File: config.mk
export PLATFORM = sky130hd
export DESIGN_NAME = data_register
export DESIGN_NICKNAME = d
export VERILOG_FILES = /design/src/rtl/data_register.sv
export SDC_FILE = /design/constraint.sdc
export NUM_CORES = 1
export LEC_CHECK = 0
export BUFFER_PORTS_ARGS = -buffer_cell sky130_fd_sc_hd__buf_2
export CORE_AREA = 10 10 47 49
export CTS_BUF_LIST = sky130_fd_sc_hd__clkbuf_8
export DETAILED_ROUTE_END_ITERATION = 10
export DIE_AREA = 0 0 57 59
export PLACE_DENSITY_LB_ADDON = 0.3
export RECOVER_POWER = 50
export SLEW_MARGIN = 0
export SYNTH_ARGS = -nofsm -noshare
export SYNTH_HDL_FRONTEND = slang
export SYNTH_SLANG_ARGS = --single-unit
File: constraint.sdc
create_clock -name CLK -period 0.8 [get_ports CLK]
set_input_delay 0.16 -clock CLK [delete_from_list [all_inputs] [get_ports CLK]]
set_output_delay 0.16 -clock CLK [all_outputs]
set_load 0.02 [all_outputs]
File: src/rtl/data_register.sv
// rtl/data_register.sv - parameterised retiming register / N-stage delay line
module data_register #(
  parameter int                    DATA_WIDTH  = 16,
  parameter int                    NUM_STAGES  = 1,
  parameter logic [DATA_WIDTH-1:0] RESET_VALUE = '0
) (
  input  logic                  CLK,
  input  logic                  RSTN,
  input  logic [DATA_WIDTH-1:0] DATA_IN,
  output logic [DATA_WIDTH-1:0] DATA_OUT
);

  // Refuse to build a zero-width word or a zero-depth pipeline.
  if (DATA_WIDTH < 1) begin : g_bad_width
    $error("data_register: DATA_WIDTH must be >= 1");
  end
  if (NUM_STAGES < 1) begin : g_bad_stages
    $error("data_register: NUM_STAGES must be >= 1");
  end

  // stage_q[0] is the capture flop, stage_q[NUM_STAGES-1] feeds the output.
  logic [DATA_WIDTH-1:0] stage_q [NUM_STAGES];

  // Shift the word stream one stage per edge; reset clears all stages at once.
  always_ff @(posedge CLK or negedge RSTN) begin
    if (!RSTN) begin
      for (int i = 0; i < NUM_STAGES; i++) begin
        stage_q[i] <= RESET_VALUE;
      end
    end else begin
      stage_q[0] <= DATA_IN;
      for (int i = 1; i < NUM_STAGES; i++) begin
        stage_q[i] <= stage_q[i-1];
      end
    end
  end

  // Output comes straight off the last flop, no logic in between.
  assign DATA_OUT = stage_q[NUM_STAGES-1];

endmodule

==> run summary <==
The overall fraction of global-route tracks in use came out at 0.06916. For the sequential fraction of the synthesis area, the log shows 1.000. The synthesized netlist occupies a cell area of 400.4 um2.

In the routed layout, each cell is associated on average with a via count of 4.143. The net count after synthesis was 34. Total wirelength of the detailed-routed design: 1106 um.

For hold timing, the worst endpoint is DATA_OUT[7]. Dividing the synthesized area by the synthesized cell count gives 25.02 um2. The maximum number of pins on one net before global-route repair was 17. The cell with the largest stage delay on the worst path was dfrtp_1.

For this run, the number of Yosys warnings is 0. Die height: 59 um. Setup repair after global routing could not meet its margin everywhere. Type of the setup path with the least slack: register to primary output.

The number of buffer and inverter stages on the critical path is 1. In this run the deepest clock path goes through 2 buffers. The worst path needs 0.9137 ns of the cycle, external delays included. On the worst path, the slowest cell contributes a delay of 0.38 ns.

Routability-driven placement finished with a final weighted congestion of 0.6353. The kind of end point of the critical path is a primary output. The die area came out at 3363 um2. The tightest min-delay check is of the input port to register type.

The logs give 0.7699 for the remaining max-slew budget at the tightest pin and 14 for the row count. After detailed routing, the average wire length per cell comes to 15.80 um. The tools report the required time of the critical path as 0.64 ns.

The port buffer count is 33, and the total congestion overflow after global routing is 0. The run gives 0 as the final antenna-violating net count. The die span in x is 57 um. The post-CTS setup buffer count came out at 0.

The signal on the critical path passes through buf_6. The initial antenna violation count is 0, and the number of register bits inferred by synthesis is 16. Pin placement for this block handled 34 I/O pins. The number of distinct library cells after synthesis was 1; the top fanout value on the critical path was 1. Startpoint type of the worst setup path: a register. Across the VDD grid, the largest voltage drop is 1.201 mV. Summing all multi-input logic gate instances after layout gives 0 um2. TritonCTS built the clock tree.

The run finished, with violations left. The checks that failed: negative setup slack. The via count of the first global-routing pass was 378. The cell sitting at the root of the clock tree is a clkbuf_8. In this run the power density over the cells is 2349 nW/um2. Clock-pin slew was measured on the worst setup and hold paths at 0.06 ns.

The instance area at placement came out at 585.6 um2. For this design the static power due to leakage is 0.3831 nW. Count of final max-slew check failures: 0. Synthesis produced 16 cells.

The tools report the startpoint of the most critical hold path as DATA_IN[7]. The length of the first detailed-routing pass in iterations came out at 1. Adding up every negative setup slack in the final design gives -1.690 ns. The core region is 1401 um2. The logs give 0 for the post-detailed-route DRC marker count and 1731 um for the first-pass GRT wire length. The initial cell density of the core is 0.2857.

For the final count of hold timing violations, the log shows 0. The number of flip-flops under the largest register name was 16; the total via count after detailed routing was 290. The maximum level of the CTS H-tree is 1. The final clock period utilization by the worst path works out to 1.142. The worst hold path stage count was 1. The logs give 16 for the setup violation total in the final timing report and 3 for the number of CTS-inserted buffers.

Relative to the synthesized area, the layout overhead comes to 87.50%. The multi-input combinational gate total is 0, and the fraction of layout cells with a size suffix above 1 is 0.6852. For this design, the sink count on the clock tree is 16. For the worst endpoint data arrival time, the log shows 0.75 ns. The iteration-0 DRC count of the detailed router was 0. The transition time at the pin with the least slew margin is 0.3452 ns. The logs give 0.01873 ns for the minimum hold slack and 0.5357 for the post-route core utilization. 0 antenna diodes ended up in the layout. After routing the design area is 750.7 um2. The maximum clock rate is 1094 MHz.

On the critical path the largest part of the delay comes from flip-flops. The post-place setup slack came out at 0.1324 ns. The logs give -0.1137 ns for the setup slack of the critical path after layout and 0 for the number of max-cap violations. The layout net count was 73.
[synthesized netlist by cell type]
cell type	n	share of area
dfrtp_1	16	1.0
[worst max path at each step]
stage / startpoint / endpoint / slack, ns / cells past startpoint
2_1_floorplan: DATA_OUT[0] / DATA_OUT[0] / 0.22 / 0
3_3_place_gp: DATA_OUT[11] / DATA_OUT[11] / 0.15 / 1
3_5_place_dp: DATA_OUT[4] / DATA_OUT[4] / 0.13 / 1
4_1_cts: DATA_OUT[4] / DATA_OUT[4] / -0.13 / 1
5_1_grt: DATA_OUT[4] / DATA_OUT[4] / -0.16 / 1
6_report: DATA_OUT[4] / DATA_OUT[4] / -0.11 / 1
[power by group]
group	leakage (nW)	total (mW)	switching, mW	internal, mW
Clock	0.0288	0.689	0.254	0.435
Sequential	0.186	0.870	0.0193	0.851
Combinational	0.168	0.204	0.0960	0.108
Total	0.383	1.76	0.369	1.39
[cell usage in the layout (no fill, tap or decap)]
cell type / synthesis / routed
buf_2: 0 / 17
clkbuf_8: 0 / 4
dfrtp_1: 16 / 16
dlygate4sd3_1: 0 / 1
buf_6: 0 / 16
[cell families after synthesis]
kind of cell and synth area share:
flip-flops 1.000
[final cells by class]
| cell class | count | area [um2] |
|---|---|---|
| Fill cell | 133 | 650.6 |
| Tap cell | 16 | 20.02 |
| Timing Repair Buffer | 34 | 275.3 |
| Clock buffer | 4 | 55.05 |
| Sequential cell | 16 | 400.4 |
[metrics by stage]
stage,total power [mW],cells
2_1_floorplan,0.9310,16
5_1_grt,1.860,70
3_3_place_gp,1.025,65
6_report,1.764,70
4_1_cts,1.800,70
3_5_place_dp,1.032,65
[routing by layer]
| metal | wire (um) | global-route usage | up-vias |
|---|---|---|---|
| met5 | 0 | 0 | - |
| met4 | 0 | 0.04027 | 0 |
| met3 | 212 | 0.06652 | 0 |
| met2 | 494 | 0.1054 | 31 |
| met1 | 400 | 0.05764 | 136 |
| li1 | - | - | 123 |
[what timing repair did]
action | 4_1_cts | 5_1_grt
setup endpoints to repair | 16 | 16
pin swaps | 0 | 0
gates resized for setup | 32 | 0
hold endpoints to repair | 16 | 0
hold buffers | 1 | 0
(Power assumes the default switching activity.)
